**config.mk**
```make
export PLATFORM = sky130hd
export DESIGN_NAME = bit_unstuff
export DESIGN_NICKNAME = d
export VERILOG_FILES = /design/src/rtl/usb_pkg.sv /design/src/rtl/bit_unstuff_ones_counter.sv /design/src/rtl/bit_unstuff.sv
export SDC_FILE = /design/constraint.sdc
export NUM_CORES = 1
export LEC_CHECK = 0
export CORE_AREA = 3 3 40 42
export CTS_CLUSTER_DIAMETER = 120
export CTS_CLUSTER_SIZE = 14
export DETAILED_ROUTE_END_ITERATION = 8
export DIE_AREA = 0 0 43 45
export GPL_TIMING_DRIVEN = 0
export HOLD_SLACK_MARGIN = 0.02
export PLACE_DENSITY = 0.43
export SYNTH_ARGS = -nofsm -noshare
export SYNTH_HDL_FRONTEND = slang
export SYNTH_HIERARCHICAL = 1
export SYNTH_SLANG_ARGS = --single-unit
```
**constraint.sdc**
```tcl
create_clock -name clk -period 2 [get_ports clk]
set_input_delay 0.4 -clock clk [delete_from_list [all_inputs] [get_ports clk]]
set_output_delay 0.4 -clock clk [all_outputs]
set_load 0.1 [all_outputs]
```
**src/rtl/usb_pkg.sv**
```systemverilog
// Types and constants shared by the USB bit stuffer and bit unstuffer.
package usb_pkg;

    localparam int STUFF_LEN_DEF = 6;

    typedef enum logic [1:0] {
        IDLE  = 2'd0,
        RUN   = 2'd1,
        STRIP = 2'd2,
        ERR   = 2'd3
    } stuff_state_t;

    function automatic int ones_cnt_width(input int stuff_len);
        return $clog2(stuff_len + 1);
    endfunction

endpackage

```
**src/rtl/bit_unstuff_ones_counter.sv**
```systemverilog
// Run-length counter of consecutive 1s; tc flags that this increment reaches STUFF_LEN.
module ones_counter
    import usb_pkg::*;
#(
    parameter int STUFF_LEN = STUFF_LEN_DEF
) (
    input  logic clk,
    input  logic rst,
    input  logic clr,
    input  logic inc,
    output logic tc
);

    localparam int CW = ones_cnt_width(STUFF_LEN);

    logic [CW-1:0] cnt;

    // clr with inc restarts the run at one (a 1 that follows a broken run)
    always_ff @(posedge clk or posedge rst) begin
        if (rst) begin
            cnt <= '0;
        end else if (clr) begin
            cnt <= inc ? CW'(1) : '0;
        end else if (inc) begin
            cnt <= cnt + CW'(1);
        end
    end

    assign tc = inc && !clr && (cnt == CW'(STUFF_LEN - 1));

endmodule

```
**src/rtl/bit_unstuff.sv**
```systemverilog
// USB receive bit unstuffer: drops the 0 that follows STUFF_LEN consecutive 1s.
// Define BIT_UNSTUFF_ERR_EN to flag a missing stuffed 0 and discard the rest of the packet.
module bit_unstuff
    import usb_pkg::*;
#(
    parameter int STUFF_LEN = STUFF_LEN_DEF
) (
    input  logic clk,
    input  logic rst,
    input  logic inb,
    input  logic recving,
    output logic outb,
    output logic out_valid,
    output logic stuff_err
);

    stuff_state_t state;
    logic         cnt_clr;
    logic         cnt_inc;
    logic         cnt_tc;

    ones_counter #(
        .STUFF_LEN (STUFF_LEN)
    ) u_ones_counter (
        .clk (clk),
        .rst (rst),
        .clr (cnt_clr),
        .inc (cnt_inc),
        .tc  (cnt_tc)
    );

    always_comb begin
        cnt_clr = 1'b0;
        cnt_inc = 1'b0;
        if (!recving) begin
            cnt_clr = 1'b1;
        end else begin
            case (state)
                IDLE, RUN: begin
                    cnt_inc = inb;
                    cnt_clr = !inb;
                end
                STRIP: begin
                    cnt_clr = 1'b1;
`ifndef BIT_UNSTUFF_ERR_EN
                    // a violating 1 is kept as data and starts a new run
                    cnt_inc = inb;
`endif
                end
                default: begin
                    cnt_clr = 1'b1;
                end
            endcase
        end
    end

`ifdef BIT_UNSTUFF_ERR_EN
    logic err_pulse;
    assign stuff_err = err_pulse;
`else
    assign stuff_err = 1'b0;
`endif

    always_ff @(posedge clk or posedge rst) begin
        if (rst) begin
            state     <= IDLE;
            outb      <= 1'b1;
            out_valid <= 1'b0;
`ifdef BIT_UNSTUFF_ERR_EN
            err_pulse <= 1'b0;
`endif
        end else begin
`ifdef BIT_UNSTUFF_ERR_EN
            err_pulse <= 1'b0;
`endif
            if (!recving) begin
                state     <= IDLE;
                out_valid <= 1'b0;
            end else begin
                case (state)
                    IDLE, RUN: begin
                        outb      <= inb;
                        out_valid <= 1'b1;
                        state     <= cnt_tc ? STRIP : RUN;
                    end
                    STRIP: begin
                        if (!inb) begin
                            out_valid <= 1'b0;
                            state     <= RUN;
                        end else begin
`ifdef BIT_UNSTUFF_ERR_EN
                            err_pulse <= 1'b1;
                            out_valid <= 1'b0;
                            state     <= ERR;
`else
                            outb      <= 1'b1;
                            out_valid <= 1'b1;
                            state     <= RUN;
`endif
                        end
                    end
`ifdef BIT_UNSTUFF_ERR_EN
                    ERR: begin
                        out_valid <= 1'b0;
                    end
`endif
                    default: begin
                        out_valid <= 1'b0;
                        state     <= IDLE;
                    end
                endcase
            end
        end
    end

endmodule
```
; Word level (Yosys, flattened, before mapping)
; Index checks and enable logic that the tools add are counted.
[word_totals]
rom_bits = 0
word_cells = 34
latch_bits = 0
mem_count = 0
ram_bits = 0
reg_bits = 7
[classes]
mul = 0
add_sub_neg = 1
shift = 0
n_reduce_logical = 10
mux = 15
n_lt_le_gt_ge = 0
n_bitwise = 0
eq_ne = 4
div = 0
[op_table]
columns = cell, n
row1 = $mux W1, 8
row2 = $mux W3, 2
row3 = $mux W2, 2
row4 = $pmux W1 S2, 2
row5 = $pmux W2 S2, 1
row6 = $reduce_bool A2 Y1, 2
row7 = $add A3 B1 Y3 const B, 1
row8 = $eq A3 B3 Y1 const B, 1
row9 = $reduce_and A3 Y1, 1
row10 = $reduce_or A3 Y1, 1
row11 = $eq A2 B1 Y1 const B, 1
row12 = $eq A2 B2 Y1 const B, 1
row13 = $logic_and A1 B1 Y1, 2
row14 = $logic_not A1 Y1, 2
row15 = $logic_not A2 Y1, 1
row16 = $ne A2 B2 Y1 const B, 1
row17 = $reduce_or A2 Y1, 1

; Logic depth before layout (Yosys ltp)
[depth]
depth_word = 10
mapped_depth = 5

; By module
; Netlist, hierarchy kept.
[by_module_without_submodules]
columns = mod, area_each_um2, cells_per_inst, n_inst
row1 = bit_unstuff, 193.9, 19, 1
row2 = ones_counter, 167.7, 15, 1

; Worst setup path before layout
; No wires, ideal clock.
[synth_path]
kind = register to register
from = register state[1]
to = register state[0]
path_stages_with_launch = 6
period_less_slack_ns = 1.381
path_slack_ns = 0.619
path_buffers = 0
arrival_time_ns = 1.261
path_cell_list = dfrtp_1 and2_4 nor2_1 and4b_2 nor2b_1 nor3b_2
[synth_via]
word_cells_on_any_way = 15
[synth_rtl]
columns = element, line_no
row1 = "start, declared", bit_unstuff.sv:17  ; stuff_state_t state;
row2 = "start signal, assigned", bit_unstuff.sv:84  ; state <= cnt_tc ? STRIP : RUN;
row3 = "$eq A2 B2 Y1, or another cell as far along", bit_unstuff.sv:38  ; case (state)
row4 = $reduce_or A3 Y1 (no source line) *, n/a
row5 = $mux W1 *, bit_unstuff.sv:38
row6 = $mux W1 *, bit_unstuff.sv:35  ; if (!recving) begin
row7 = via cnt_inc, bit_unstuff.sv:19  ; logic cnt_inc;
row8 = $logic_and A1 B1 Y1 * (2 in a row), bit_unstuff_ones_counter.sv:29  ; assign tc = inc && !clr && (cnt == CW'(STUFF_LEN - 1));
row9 = via cnt_tc, bit_unstuff.sv:20  ; logic cnt_tc;
row10 = $mux W2 *, bit_unstuff.sv:84
row11 = $pmux W2 S2 *, bit_unstuff.sv:80  ; case (state)
row12 = $mux W2 *, bit_unstuff.sv:76  ; if (!recving) begin
; Mark *: on every way through the listed nets, which the timed path passes. The rest lies on a longest branch.
; A chain may end at the register's enable or synchronous reset.

; Worst setup path after layout
[layout_path]
from = register out_valid
to = output port out_valid
[layout_rtl]
columns = element, line_no
row1 = "start, declared", bit_unstuff.sv:13  ; output logic out_valid,
row2 = "start signal, assigned", bit_unstuff.sv:68  ; out_valid <= 1'b0;
row3 = "start signal, assigned", bit_unstuff.sv:78  ; out_valid <= 1'b0;
row4 = "start signal, assigned", bit_unstuff.sv:83  ; out_valid <= 1'b1;
; No word-level cell between the ends.

==> impl_metrics.csv <==
group,metric,value,unit
status,status,"finished, final reports clean",
clock_network,clockBufferDepth,2,
sta,final_max_slew_viol_count,0,
yosys,ys_seq_area_frac,0.488,
setup_path,cp_max_fo,1,
setup_path,path_delay_family,"buffers and inverters",
floorplan,row_count,13,
grt,antenna_found_initial,0,
setup_path,path_buf_inv,1,
setup_path,path_class,"flip-flop to output port",
grt,grt_overflow_total,0,
sta,finalClockSkew,6.80,ps
sta,whs,343,ps
placed_design,post_dp_cell_area,430,µm²
clock_network,root_buffer,"clkbuf_4",
yosys,ys.flop_type,"dfrtp_1",
yosys,synth_compound_area_frac,0.100,
setup_path,reg2reg_from,"state[1]",
sta,fin_setup_tns,0,ps
clock_network,ctsHoldBuffers,0,
floorplan,io_pins,7,
sta,relSlewSlack,0.370,
job,maxCapViolCount,0,
min_path,min_path_type,"input port to async pin",
yosys,synth.net_count,40,
sta,tightestPinTransition,948,ps
clock_network,cts.clk_slew.worst_paths,50,ps
setup_path,crit_chain,"dlygate4sd2_1",
yosys,synth_top_family_by_area,"simple AND/OR/NAND/NOR gates",
clock_network,cts_tree,"yes",
sta,max_freq,0.552,GHz
yosys,synth_edf_count,0,
setup_path,r2r_cells,5,
yosys,synthSimpleGateAreaFrac,0.246,
routing,wl_per_cell,11.2,µm
routing,vias,263,
power,power_per_cell_area,756,nW/µm²
yosys,synthAdderAreaFrac,0.0692,
yosys,synthXorXnorAreaFrac,0.0242,
routing,dr.pass1.iters,2,
sta,timing.final.hold_violations,0,
power,ir_worst_vdd,0.000253,V
setup_path,end_kind,"output port",
grt,grt_pass1_wl,1180,µm
final_layout,drive_gt1_frac,0.256,
setup_path,regToRegSetupSlack,450,ps
final_layout,syn2layout_area_growth,26.3,%
routing,wirelength,652,µm
placed_design,gp_congestion,0.738,
final_layout,n_antenna_cell,0,
routing,viasPerCell,4.53,
setup_path,max_stage_delay,840,ps
sta,period_needed,1810,ps
clock_network,clock_sinks,7,
placed_design,io_buffers,5,
yosys,synth_mux_area_frac,0,
routing,drt_iter0_markers,1,
yosys,yosys_register_bits,7,
yosys,syn_avg_cell_area,10.6,µm²
final_layout,finish.utilization,0.355,
yosys,synthArstFlopShare,1.00,
setup_path,crit_required,1600,ps
sta,fin_ws,190,ps
sta,setup-violations-final,0,
final_layout,final_area,457,µm²
final_layout,nNetsFinal,50,
floorplan,die_x,43,µm
floorplan,core,1280,µm²
yosys,synth.distinct_cells,22,
sta,rsz0062_at_grt,"no",
clock_network,cts_htree_levels,1,
final_layout,num-fill-cells,137,
placed_design,dp_hpwl,505,µm
placed_design,dpl_worst_slack,-35.2,ps
grt,grt_pass1_vias,298,
floorplan,fp.dieH,45,µm
yosys,yosysWarnings,6,
grt,grt_max_degree,7,
routing,final_antenna_net_count,0,
clock_network,cts_made_buffers,3,
setup_path,startpoint_type,"flip-flop",
routing,drc_errors,0,
floorplan,initial_core_util,0.281,
grt,grt_util_all_layers,0.0888,
sta,period_share,0.905,
yosys,syn_inst,34,
setup_path,worstPathArrival,1410,ps
setup_path,slowest_stage,"dlygate4sd2_1",
setup_path,regToRegEndpoint,"state[0]",
yosys,netlist_area,362,µm²
floorplan,design.die.area,1940,µm²
power,p_leak,0.219,nW
clock_network,clk_latency,250,ps
[logic make-up (layout without fill, tap and decap cells)]
group | count (synthesis) | after routing
flip-flops | 7 | 7
adder cells (fa/ha/maj) | 2 | 2
buffers and inverters | 5 | 14
AO/OA/AOI/OAI | 5 | 5
other | 1 | 1
AND/OR/NAND/NOR | 13 | 13
XOR/XNOR | 1 | 1
[report_power, final]
group	leakage (nW)	internal (mW)	switching (mW)
Clock	0.0150	0.0762	0.0525
Sequential	0.0882	0.150	0.00367
Combinational	0.116	0.0183	0.0449
[cells in the mapped netlist (all sizes together) (2+ instances only)]
cell type	count	area share
and2	2	0.042
dfrtp	6	0.42
ha	2	0.069
inv	4	0.042
nand2	2	0.021
nand2b	2	0.035
nor2	2	0.021
nor2b	2	0.042
[per-stage QoR]
step	power, mW	instances
finish	0.345	58
global route	0.363	58
CTS	0.355	58
detailed placement	0.220	54
global placement	0.219	54
floorplan	0.203	34
[final cells by class]
| cell class | instances | area (µm²) | share of cell area |
|---|---|---|---|
| Multi-Input combinational cell | 22 | 163 | 0.356 |
| Clock buffer | 4 | 26.3 | 0.0575 |
| Buffer | 1 | 7.51 | 0.0164 |
| Tap cell | 15 | 18.8 | 0.0411 |
| Sequential cell | 7 | 176 | 0.386 |
| Timing Repair Buffer | 5 | 50.0 | 0.110 |
| Inverter | 4 | 15.0 | 0.0329 |
[worst max path at each step]
stage	to	cells past startpoint	start
2_1_floorplan	state[0]	5	state[1]
3_3_place_gp	outb	1	outb
3_5_place_dp	outb	1	outb
4_1_cts	out_valid	1	out_valid
5_1_grt	state[0]	6	inb
6_report	out_valid	1	out_valid
[layer usage]
metal	part of all wire	vias to the layer above	track usage
met4	0.032	0	0.114
met3	0.081	4	0.0319
met1	0.39	126	0.0809
met5	0	-	0
met2	0.49	8	0.138
li1	-	125	-
[registers in the layout, indices dropped and copies added, names as in the netlist]
| name | cells |
|---|---|
| u_ones_counter/cnt | 3 |
| state | 2 |
| out_valid | 1 |
| outb | 1 |
[layout by cell type, fill, tap and decap left out, types with 2 or more instances in the layout]
cell type | netlist | layout
dfrtp_1 | 6 | 6
inv_1 | 4 | 4
clkbuf_4 | 0 | 3
clkdlybuf4s50_1 | 0 | 3
nand2b_1 | 2 | 2
nand2_1 | 2 | 2
nor2_1 | 2 | 2
ha_1 | 2 | 2
[repair_timing]
item	in CTS	in global routing
gates resized for setup	4	0
setup endpoints to repair	2	0
setup buffers	0	0
(Power assumes the default switching activity.)
==> edit (same flow settings) <==
Set the package constant `STUFF_LEN_DEF` to 8 (it was 6).
--- a/src/rtl/usb_pkg.sv
+++ b/src/rtl/usb_pkg.sv
@@ -2,5 +2,5 @@
 package usb_pkg;
 
-    localparam int STUFF_LEN_DEF = 6;
+    localparam int STUFF_LEN_DEF = 8;
 
     typedef enum logic [1:0] {
Function: changed (Yosys sat finds a counterexample within 10 cycles, from zero or initial values and one cycle with rst high).
==> edit against the unedited design <==
- setup slack improved by 0.00058 ns
- sequential cell count increased by 1
- first-iteration DRC count increased to 5.0 times the old value
- critical path depth unchanged
- power increased by 9.6%
- area after synthesis increased by 16%
- clock power increased by 9%
- final area increased by 13%
- via count increased by 5.7%
- global-route usage decreased by 0.40 points
- routed wire length increased by 4.1%
- highest routed layer is now met3
==> edit: results (changes against the unedited design) <==
run_status:
  status: "completed"
synthesis:
  yosys.cell_types.count: 25  # +14%
  synth-main-ff-cell: "dfrtp_1"
  synth_area_leaders: "dfrtp_1 (42%), dfstp_2 (6.3%), mux2i_1 (4.8%), nand2b_1 (4.5%), inv_1 (3.6%)"
  seq_area_frac_synth: 0.479  # -0.00872
  async_reset_ff_frac: 1.00  # unchanged
  synth_fp_nets: 45  # +13%
  synth_common_cells: "dfrtp_1 (7), inv_1 (4), nand2_1 (3), nand2b_1 (3)"
grt:
  grt.total_usage: 0.0848  # -0.00397
  grt_pass1_wl_mm: 1.14  # -3.5%
  globalRouteMet2Util: 0.108  # -0.0299
  first_global_vias: 262  # -12%
  use_met3: 0.0319  # unchanged
  grt_antenna_before_repair: 0  # unchanged
  grt_max_degree: 7  # unchanged
  gr-usage-met1: 0.111  # +0.0302
detailed_routing:
  viasPerCell: 4.34  # -4.2%
  drtIter0Drc: 5  # +4
  avgRoutedWirePerCell_um: 10.6  # -5.6%
  drt_pass1_iterations: 2  # unchanged
worst_setup_path:
  ff2ff_setup_slack_ns: 0.50  # +0.05 ns
  reg2reg_depth: 6  # +1
  slowest_stage: "dlygate4sd2_1"
  reg2reg_from: "state[1]$_DFF_PP0_"
  r2r-end: "state[0]$_DFF_PP0_"
layout:
  layout.nets: 55  # +10%
  reg_top3: "u_ones_counter/cnt: 4 flops, state: 2 flops"
  drive_above_1_share: 0.224  # -0.0313
placed_design:
  gp_congestion: 0.756  # +2.4%
  place_area_um2: 489  # +14%
  place_hpwl_um: 513  # +1.7%
clock_network:
  clkSlewWorstSetupHoldPaths_ns: 0.06
sta:
  tightestPinTransition_ns: 0.953  # +0.00457 ns
  fin_worst_skew_ns: 0.00622  # -0.000580 ns
pwr:
  leakagePower_uw: 0.000252  # +15%
  irDropWorstVdd_mv: 0.184  # -27%
[edit: layout make-up]
type | count | area (um^2)
fillers | 136 | 769
flip-flops and latches | 8 | 201
multi-input cells | 26 | 185
repair buffers | 5 | 50.0
clock buffers | 4 | 26.3
plain buffers | 2 | 18.8
well taps | 15 | 18.8
inverters | 4 | 15.0
[edit: what timing repair did]
| item | in CTS | in global routing |
|---|---|---|
| buffers inserted | 0 | 0 |
| resized for setup | 4 | 0 |
| endpoints found under the setup margin | 2 | 0 |
[edit: where the power goes]
part | total [uW] | switching, uW | internal (uW)
clock | 140 | 63.2 | 76.8
combinational | 65.5 | 45.2 | 20.3
sequential | 173 | 3.57 | 169
total | 378 | 112 | 266
[edit: cell families after synthesis]
logic type | share of synthesized area
AOI/OAI and AO/OA | 0.0685
DFF | 0.479
adders and majority gates | 0.0298
and+or+nand+nor | 0.265
buffers and inverters | 0.0804
other | 0.00892
xor gates and xnor gates | 0.0208
muxes | 0.0476
[edit: worst max path at each step]
stage,startpoint,endpoint,cells after the start
final,out_valid$_DFF_PP0_,out_valid,1
after global routing,recving,state[0]$_DFF_PP0_,7
after CTS,out_valid$_DFF_PP0_,out_valid,1
after detailed placement,recving,state[0]$_DFF_PP0_,7
after global placement,outb$_DFFE_PP1P_,outb,1
after floorplan,state[1]$_DFF_PP0_,state[0]$_DFF_PP0_,7
[edit: per-layer routing]
metal / vias to the layer above / part of all wire
li1: 144 / -
met1: 129 / 0.48
met2: 5 / 0.45
met3: 0 / 0.065
met4: 0 / 0
met5: - / 0
[edit: through the flow]
step	total power [uW]	hold WS [ns]	cells	util	setup WS [ns]
final	378	0.349	64	0.401	0.190
after global routing	398	0.383	64	0.401	0.0642
after CTS	384	0.353	64	0.401	0.172
after detailed placement	243	0.487	60	0.381	-0.0593
after global placement	242	0.474	60	0.381	-0.0318
after floorplan	226	0.165	40	-	0.658
